## src/rtl/apu_triangle_control.sv

```systemverilog
// APU triangle channel control: registers, period timer, linear and length counters.
// Optional TRI_ULTRASONIC_MUTE_EN suppresses steps while period < 2.
module apu_triangle_control #(
  parameter int TIMER_W = 11,
  parameter int LIN_W   = 7
) (
  input  logic             cpu_clk,
  input  logic             reset,
  input  logic             reg_wr,
  input  logic [1:0]       reg_addr,
  input  logic [7:0]       reg_data,
  input  logic             enable,
  input  logic             quarter_frame,
  input  logic             half_frame,
  output logic             seq_clk,
  output logic             seq_step,
  output logic             length_active,
  output logic [LIN_W-1:0] linear_count
);

  function automatic logic [7:0] len_lookup(input logic [4:0] idx);
    case (idx)
      5'd0:  len_lookup = 8'd10;
      5'd1:  len_lookup = 8'd254;
      5'd2:  len_lookup = 8'd20;
      5'd3:  len_lookup = 8'd2;
      5'd4:  len_lookup = 8'd40;
      5'd5:  len_lookup = 8'd4;
      5'd6:  len_lookup = 8'd80;
      5'd7:  len_lookup = 8'd6;
      5'd8:  len_lookup = 8'd160;
      5'd9:  len_lookup = 8'd8;
      5'd10: len_lookup = 8'd60;
      5'd11: len_lookup = 8'd10;
      5'd12: len_lookup = 8'd14;
      5'd13: len_lookup = 8'd12;
      5'd14: len_lookup = 8'd26;
      5'd15: len_lookup = 8'd14;
      5'd16: len_lookup = 8'd12;
      5'd17: len_lookup = 8'd16;
      5'd18: len_lookup = 8'd24;
      5'd19: len_lookup = 8'd18;
      5'd20: len_lookup = 8'd48;
      5'd21: len_lookup = 8'd20;
      5'd22: len_lookup = 8'd96;
      5'd23: len_lookup = 8'd22;
      5'd24: len_lookup = 8'd192;
      5'd25: len_lookup = 8'd24;
      5'd26: len_lookup = 8'd72;
      5'd27: len_lookup = 8'd26;
      5'd28: len_lookup = 8'd16;
      5'd29: len_lookup = 8'd28;
      5'd30: len_lookup = 8'd32;
      default: len_lookup = 8'd30;
    endcase
  endfunction

  logic [TIMER_W-1:0] timer;
  logic [TIMER_W-1:0] period;
  logic [7:0]         length;
  logic [LIN_W-1:0]   linear;
  logic [LIN_W-1:0]   lin_reload_val;
  logic               ctrl;
  logic               reload_flag;
  logic               step_pending;

  logic wr_lin;
  logic wr_lo;
  logic wr_hi;
  logic zero_next;
  logic mute;
  logic gate_open;

  always_comb begin
    wr_lin    = reg_wr && (reg_addr == 2'd0);
    wr_lo     = reg_wr && (reg_addr == 2'd2);
    wr_hi     = reg_wr && (reg_addr == 2'd3);
    zero_next = (timer == '0) ? (period == '0)
                              : (timer == TIMER_W'(1));
`ifdef TRI_ULTRASONIC_MUTE_EN
    mute      = period < TIMER_W'(2);
`else
    mute      = 1'b0;
`endif
    gate_open = (linear != '0) && (length != 8'd0) && !mute;
  end

  // Gate is sampled on the edge the timer hits 0; the step lands one edge later.
  always_ff @(posedge cpu_clk or posedge reset) begin
    if (reset) begin
      timer        <= '0;
      step_pending <= 1'b0;
      seq_step     <= 1'b0;
      seq_clk      <= 1'b0;
    end else begin
      timer        <= (timer == '0) ? period : timer - TIMER_W'(1);
      step_pending <= zero_next && gate_open;
      seq_step     <= step_pending;
      if (step_pending)
        seq_clk <= ~seq_clk;
    end
  end

  always_ff @(posedge cpu_clk or posedge reset) begin
    if (reset) begin
      ctrl           <= 1'b0;
      lin_reload_val <= '0;
      period         <= '0;
    end else begin
      if (wr_lin) begin
        ctrl           <= reg_data[7];
        lin_reload_val <= LIN_W'(reg_data[6:0]);
      end
      if (wr_lo)
        period <= TIMER_W'({period[10:8], reg_data});
      if (wr_hi)
        period <= TIMER_W'({reg_data[2:0], period[7:0]});
    end
  end

  // A $400B set beats a same-cycle quarter-frame clear.
  always_ff @(posedge cpu_clk or posedge reset) begin
    if (reset) begin
      linear      <= '0;
      reload_flag <= 1'b0;
    end else begin
      if (quarter_frame) begin
        if (reload_flag)
          linear <= lin_reload_val;
        else if (linear != '0)
          linear <= linear - LIN_W'(1);
      end
      if (wr_hi)
        reload_flag <= 1'b1;
      else if (quarter_frame && !ctrl)
        reload_flag <= 1'b0;
    end
  end

  always_ff @(posedge cpu_clk or posedge reset) begin
    if (reset) begin
      length <= 8'd0;
    end else if (!enable) begin
      length <= 8'd0;
    end else if (wr_hi) begin
      length <= len_lookup(reg_data[7:3]);
    end else if (half_frame && !ctrl && length != 8'd0) begin
      length <= length - 8'd1;
    end
  end

  assign length_active = (length != 8'd0);
  assign linear_count  = linear;

endmodule

```

## config.mk

```make
export PLATFORM = sky130hd
export DESIGN_NAME = apu_triangle_control
export DESIGN_NICKNAME = d
export VERILOG_FILES = /design/src/rtl/apu_triangle_control.sv
export SDC_FILE = /design/constraint.sdc
export NUM_CORES = 1
export LEC_CHECK = 0
export ABC_AREA = 1
export ABC_CLOCK_PERIOD_IN_PS = 1400
export CORE_MARGIN = 1.5
export CORE_UTILIZATION = 45
export CTS_BUF_LIST = sky130_fd_sc_hd__clkbuf_8 sky130_fd_sc_hd__clkbuf_16
export CTS_CLUSTER_SIZE = 24
export DETAILED_ROUTE_END_ITERATION = 7
export PLACE_DENSITY = 0.67
export SLEW_MARGIN = 20
export SYNTH_ARGS = -nofsm -noshare
export SYNTH_HDL_FRONTEND = slang
export SYNTH_SLANG_ARGS = --single-unit
```

## constraint.sdc

```tcl
create_clock -name cpu_clk -period 1.4 [get_ports cpu_clk]
set_input_delay 0.21 -clock cpu_clk [delete_from_list [all_inputs] [get_ports cpu_clk]]
set_output_delay 0.21 -clock cpu_clk [all_outputs]
set_load 0.005 [all_outputs]
```

; ---- Yosys cells after proc, flatten, opt, wreduce, memory -nomap -nowiden
; Memory sizes are Yosys's and may differ from the RTL's.
; Cells that the tools add are included.
[classes]
muxes = 11
n_reduce_logical = 18
add_sub_neg = 3
n_eq_ne = 4
bitwise = 2
[op_table]
columns = operator, count
row1 = 2-to-1 mux 8 bit, 4
row2 = logical NOT 11 bit, 2
row3 = 2-to-1 mux 11 bit, 2
row4 = 2-to-1 mux 7 bit, 2
row5 = == test 11 x 1 -> 1 bit (second input constant), 1
row6 = subtractor 11 x 1 -> 11 bit (second input constant), 1
row7 = logical AND 1 bit, 8
row8 = nonzero test 8 bit, 1
row9 = subtractor 8 x 1 -> 8 bit (second input constant), 1
row10 = nonzero test 7 bit, 1
row11 = subtractor 7 x 1 -> 7 bit (second input constant), 1
row12 = == test 2 bit (second input constant), 2
row13 = AND reduction 2 bit, 2
row14 = nonzero test 2 bit, 2
row15 = 2-to-1 mux 1 bit, 3
row16 = != test 3 x 1 -> 1 bit (second input constant), 1
row17 = logical NOT 2 bit, 1
row18 = NOT 1 bit, 2
row19 = logical NOT 1 bit, 1
[totals]
memories = 1
output_inout_bits = 10
rom_bits = 224
wordCells = 50
in_bits = 16
ff_bits = 49
[mem_list]
columns = name, depth, width, rd, rd_ports_with_merged_regs, wr, line
row1 = (name not given), 32, 7, 1, 0, 0, 22  ; case (idx)

; ---- Logic depth before layout (Yosys ltp)
[depth]
word_depth = 6
ltp_mapped = 11
mapped_depth_nobuf = 11

; ---- Worst setup path after synthesis
; Ideal clock, no wire load.
[synth_path]
path_type = register -> register
startpoint = reg timer[0]
endpoint = reg timer[10]
setup_ns = 0.124
path_slack_ns = 0.029
n_path_buf = 0
synth_period_minus_slack_ns = 1.371
t_arrival_ns = 1.247
path_stages_with_launch = 8
t_required_ns = 1.276
path_cell_list = dfrtp_1 inv_1 ha_1 nand3_1 nor2_1 nand2_1 a21oi_1 a21oi_1
[synth_between]
elab_chain_len = 2
elab_cells_between_ends = 3
classes_between = 1 x add/sub / 1 x mux / 1 x reduce/logical
[synth_lines]
columns = element, line
row1 = from (decl), 58  ; logic [TIMER_W-1:0] timer;
row2 = from (signal assigned), 96  ; timer <= (timer == '0) ? period : timer - TIMER_W'(1);
row3 = subtractor 11 x 1 -> 11 bit / logical NOT 11 bit (equally long branches), 96
row4 = 2-to-1 mux 11 bit (*), 96
; Every way passes the cells marked *; elsewhere a longest branch is shown, timed or not.
; A chain may end at the register's enable or synchronous reset.

; ---- Worst setup path after layout
[layout_path]
startpoint = reg length[1]
endpoint = out length_active
[layout_between]
elab_chain_len = 1
[layout_lines]
columns = element, line
row1 = from (decl), 60  ; logic [7:0] length;
row2 = from (signal assigned), 146  ; length <= len_lookup(reg_data[7:3]);
row3 = from (signal assigned), 148  ; length <= length - 8'd1;
row4 = nonzero test 8 bit, 152  ; assign length_active = (length != 8'd0);
row5 = to (decl), 17  ; output logic length_active,
; Every way passes these cells.

==> summary.md <==
The number of vias in the routed layout was 2940. The global-route usage over all layers was 0.214; the half-perimeter wire length after placement was 5390 um. The run gives 136 as the initial detailed-routing violation count. The slew at the pin with the worst max-slew slack is 0.362 ns. Starting density of the core: 0.468. The number of antenna violations at the first check in global routing was 0. Largest net degree at the start of global routing: 45.

The worst min-delay path category was input port to asynchronous set/reset pin. The master cell of the clock root buffer was clkbuf_8. The tools report the endpoint class of the critical path as an output port. The maximum fanout along the worst path was 2. The final total negative setup slack was -0.502 ns; the floorplan core area was 6350 um^2. For the number of max-capacitance violations reported, the log shows 0. The internal portion of the total power is 4.27 mW. The switching share of power came out at 0.390.

The run gives 3700 um^2 as the placed instance area. The fraction of layout instances using a drive strength above 1 came out at 0.271. After clock tree synthesis, the clock-pin slew on the worst setup and hold paths is 0.09 ns. In this run, post-CTS hold repair placed 0 buffers.

For this block, the routed nets add up to 7410 um of wire. Setup violations remaining at the end of the flow were counted as 11. The final core area utilization came out at 0.653.

The async set-or-reset flop fraction in the synthesized netlist is 1.00, and the post-route non-filler standard cell count is 587. Using the TritonRoute via totals, the vias-per-cell ratio works out to 5.01. The number of different library cells used by synthesis comes to 30.

Tightest slew margin relative to the limit: 0.758. The Yosys step of the flow raised 0 warnings. The final-stage net count was 537; the data arrival time of the critical path was 1.27 ns. In this run, synthesis inferred 0 flip-flops with an integrated enable. The tree built by TritonCTS fans out to 49 sinks. For the finished layout, the period the worst path requires is 1.48 ns. Summed over all cells, the static leakage comes to 2.14 nW. The summed instance area of the synthesized netlist was 2970 um^2; the area fraction in and, or, nand and nor cells after synthesis was 0.334. Via count of the first global-routing pass: 2800. Data required time at the worst endpoint: 1.19 ns.

Once detail routing completed, the nets flagged for antenna violations numbered 0. The run gives 0.540 as the combinational share of power. The fraction of the mapped netlist area in compound gates is 0.107. TritonCTS built the clock tree. The share of synthesized cell area in full adder, half adder and majority cells was 0.0505.

Setup repair after global routing could not meet its margin everywhere. The clock reaches the later pin of the worst-skew pair after 0.30 ns. At the placement stage, the worst setup path has a slack of -0.310 ns.

Average wire length per cell after detail routing: 12.6 um. The floorplan step defined a die boundary enclosing 7100 um^2. After technology mapping, the gate count stands at 411.

By startpoint and endpoint, the worst setup path is classified as flip-flop to output port. After detailed routing, the number of remaining DRC violations is 0. At the end of routability-driven placement, the weighted congestion stood at 0.940. The placed instance count is 559, and the die boundary width is 84.2 um. The final cell area excluding filler cells was 4150 um^2; the largest buffer count on any clock path was 2.

On the final layout, the worst clock skew is 0.0106 ns. The final cycle utilization of the critical path was 1.06. Relative to the synthesized area, the layout overhead comes to 39.6%. STA classifies the critical path startpoint as a flip-flop.

Achievable frequency: 674 MHz. The multiplexer share of the synthesized area works out to 0. Worst ir drop on vdd: 1.14 mV. The clock tree synthesis step divided the H-tree into 2 levels. After synthesis the netlist holds a flip-flop and latch count of 49.

The fraction of power consumed by sequential logic came out at 0.313. The checks that failed: setup timing. The number of CTS-inserted buffers came out at 5.

The dominant register cell in the synthesized netlist is dfrtp_1. The flow ran to the end, but the final reports show violations. Buffers placed on the I/O ports in this run total 25. The total inserted antenna cells was 0; the worst setup margin was -0.0833 ns.

The analysis attributes to net switching a power of 2.74 mW. Placement row count: 29. The final-report max-slew violation count came out at 0. After synthesis, the mean cell area works out to 7.23 um^2. The die is 84.2 um tall. The design draws 7.01 mW. The post-synthesis share of cell area spent on xor and xnor gates works out to 0.0236. Power density over cell area: 1690 nW/um^2. The global route total overflow was 0. By area, the combinational part of the netlist is dominated by simple AND/OR/NAND/NOR gates. The tools report the sequential element share of the synthesized area as 0.413.

The run gives 0 as the number of endpoints with negative hold slack in the final report. Hold is met by 0.105 ns. The wire length of the first global-routing pass was 12400 um; the count of boundary I/O pins was 26. The run gives 439 as the post-synthesis net count. The first TritonRoute pass finished after 5 iterations.

The clock network fraction of total power was 0.147.
repair_timing:
action	CTS	global route
resized for setup	19	45
setup endpoints to repair	28	32
cloned	0	3
hold endpoints to repair	0	0
setup buffers	5	12
pin swaps	6	21
path summary, 6_finish.rpt:
path	endpoint	slack, ns	from	depth (start not counted)
min reg2reg	seq_step	0.40	step_pending	0
max	length_active	-0.08	length[1]	6
max reg2reg	length[2]	-0.06	length[1]	8
min in group cpu_clk	seq_step	0.40	step_pending	0
max in group asynchronous	timer[2]	0.83	reset	3
min	linear_count[3]	0.11	reset	2
cells in the mapped netlist (5+ instances only):
library cell  count  area share
o21ai_1          15       0.025
nand2_1         134        0.17
a21oi_1           8       0.013
inv_1            39       0.049
o21ai_0          24       0.040
nor2_2            6       0.013
ha_1             12       0.051
dfrtp_1          49        0.41
xor2_1            5       0.015
nand3_1          36       0.061
nor2_1           44       0.056
inv_2             5      0.0063
routing by layer:
layer / part of all wire / global-route usage / vias up
met5: 0 / 0 / -
met4: 0.017 / 0.0507 / 0
met3: 0.026 / 0.0305 / 11
met2: 0.50 / 0.375 / 49
met1: 0.46 / 0.279 / 1375
li1: - / - / 1505
cell type report:
| cell class | instances | area [um^2] |
|---|---|---|
| Multi-Input combinational cell | 312 | 1720 |
| Clock inverter | 2 | 33.8 |
| Inverter | 45 | 174 |
| Sequential cell | 49 | 1230 |
| Clock buffer | 6 | 82.6 |
| Timing Repair inverter | 1 | 5.00 |
| Fill cell | 575 | 2200 |
| Tap cell | 77 | 96.3 |
| Timing Repair Buffer | 95 | 810 |
sequential cells by signal (all words and copies together), names as in the netlist:
name,count
ctrl,1
length,8
lin_reload_val,7
linear_count,7
period,11
reload_flag,1
seq_clk,1
seq_step,1
step_pending,1
timer,11
power groups by stage:
stage / Clock, mW / Sequential [mW] / Combinational (mW)
final: 1.03 / 2.19 / 3.78
after global routing: 1.11 / 2.24 / 4.24
after CTS: 1.06 / 2.16 / 3.23
after detailed placement: 0 / 2.21 / 3.08
after global placement: 0 / 2.19 / 3.00
after floorplan: 0 / 2.20 / 1.74
layout by cell type (no fill, tap or decap), types with 2 or more instances in the layout:
cell type / count
nand2_4: 2
xor2_1: 5
o21ai_1: 15
nand3b_1: 2
inv_1: 33
a21oi_2: 3
a31oi_1: 3
a21oi_4: 2
nand2_2: 9
xnor2_1: 3
ha_1: 7
buf_12: 2
dfrtp_1: 49
nand3_1: 31
buf_4: 66
nand3_2: 7
buf_6: 2
nor2_1: 34
nand2_1: 127
o21ai_0: 23
inv_2: 11
dlymetal6s2s_1: 4
dlygate4sd2_1: 3
a21oi_1: 6
nand4_1: 4
nor2_2: 10
clkbuf_8: 6
ha_4: 4
nor2_4: 7
clkdlybuf4s50_1: 17
worst max-delay path, stage by stage (launching register included):
cell,delay [ns]
dfrtp_1,0.40
inv_1,0.06
ha_2,0.17
nand2_2,0.07
inv_2,0.06
nand3_2,0.07
buf_2,0.13
cell families (layout without fill, tap and decap cells):
family,after synthesis,after routing
buffers and inverters,52,149
AO/OA/AOI/OAI,55,56
AND/OR/NAND/NOR,235,236
XOR/XNOR,8,8
flip-flops,49,49
adder cells (fa/ha/maj),12,12
No activity file was read; power rests on OpenSTA's default activity.
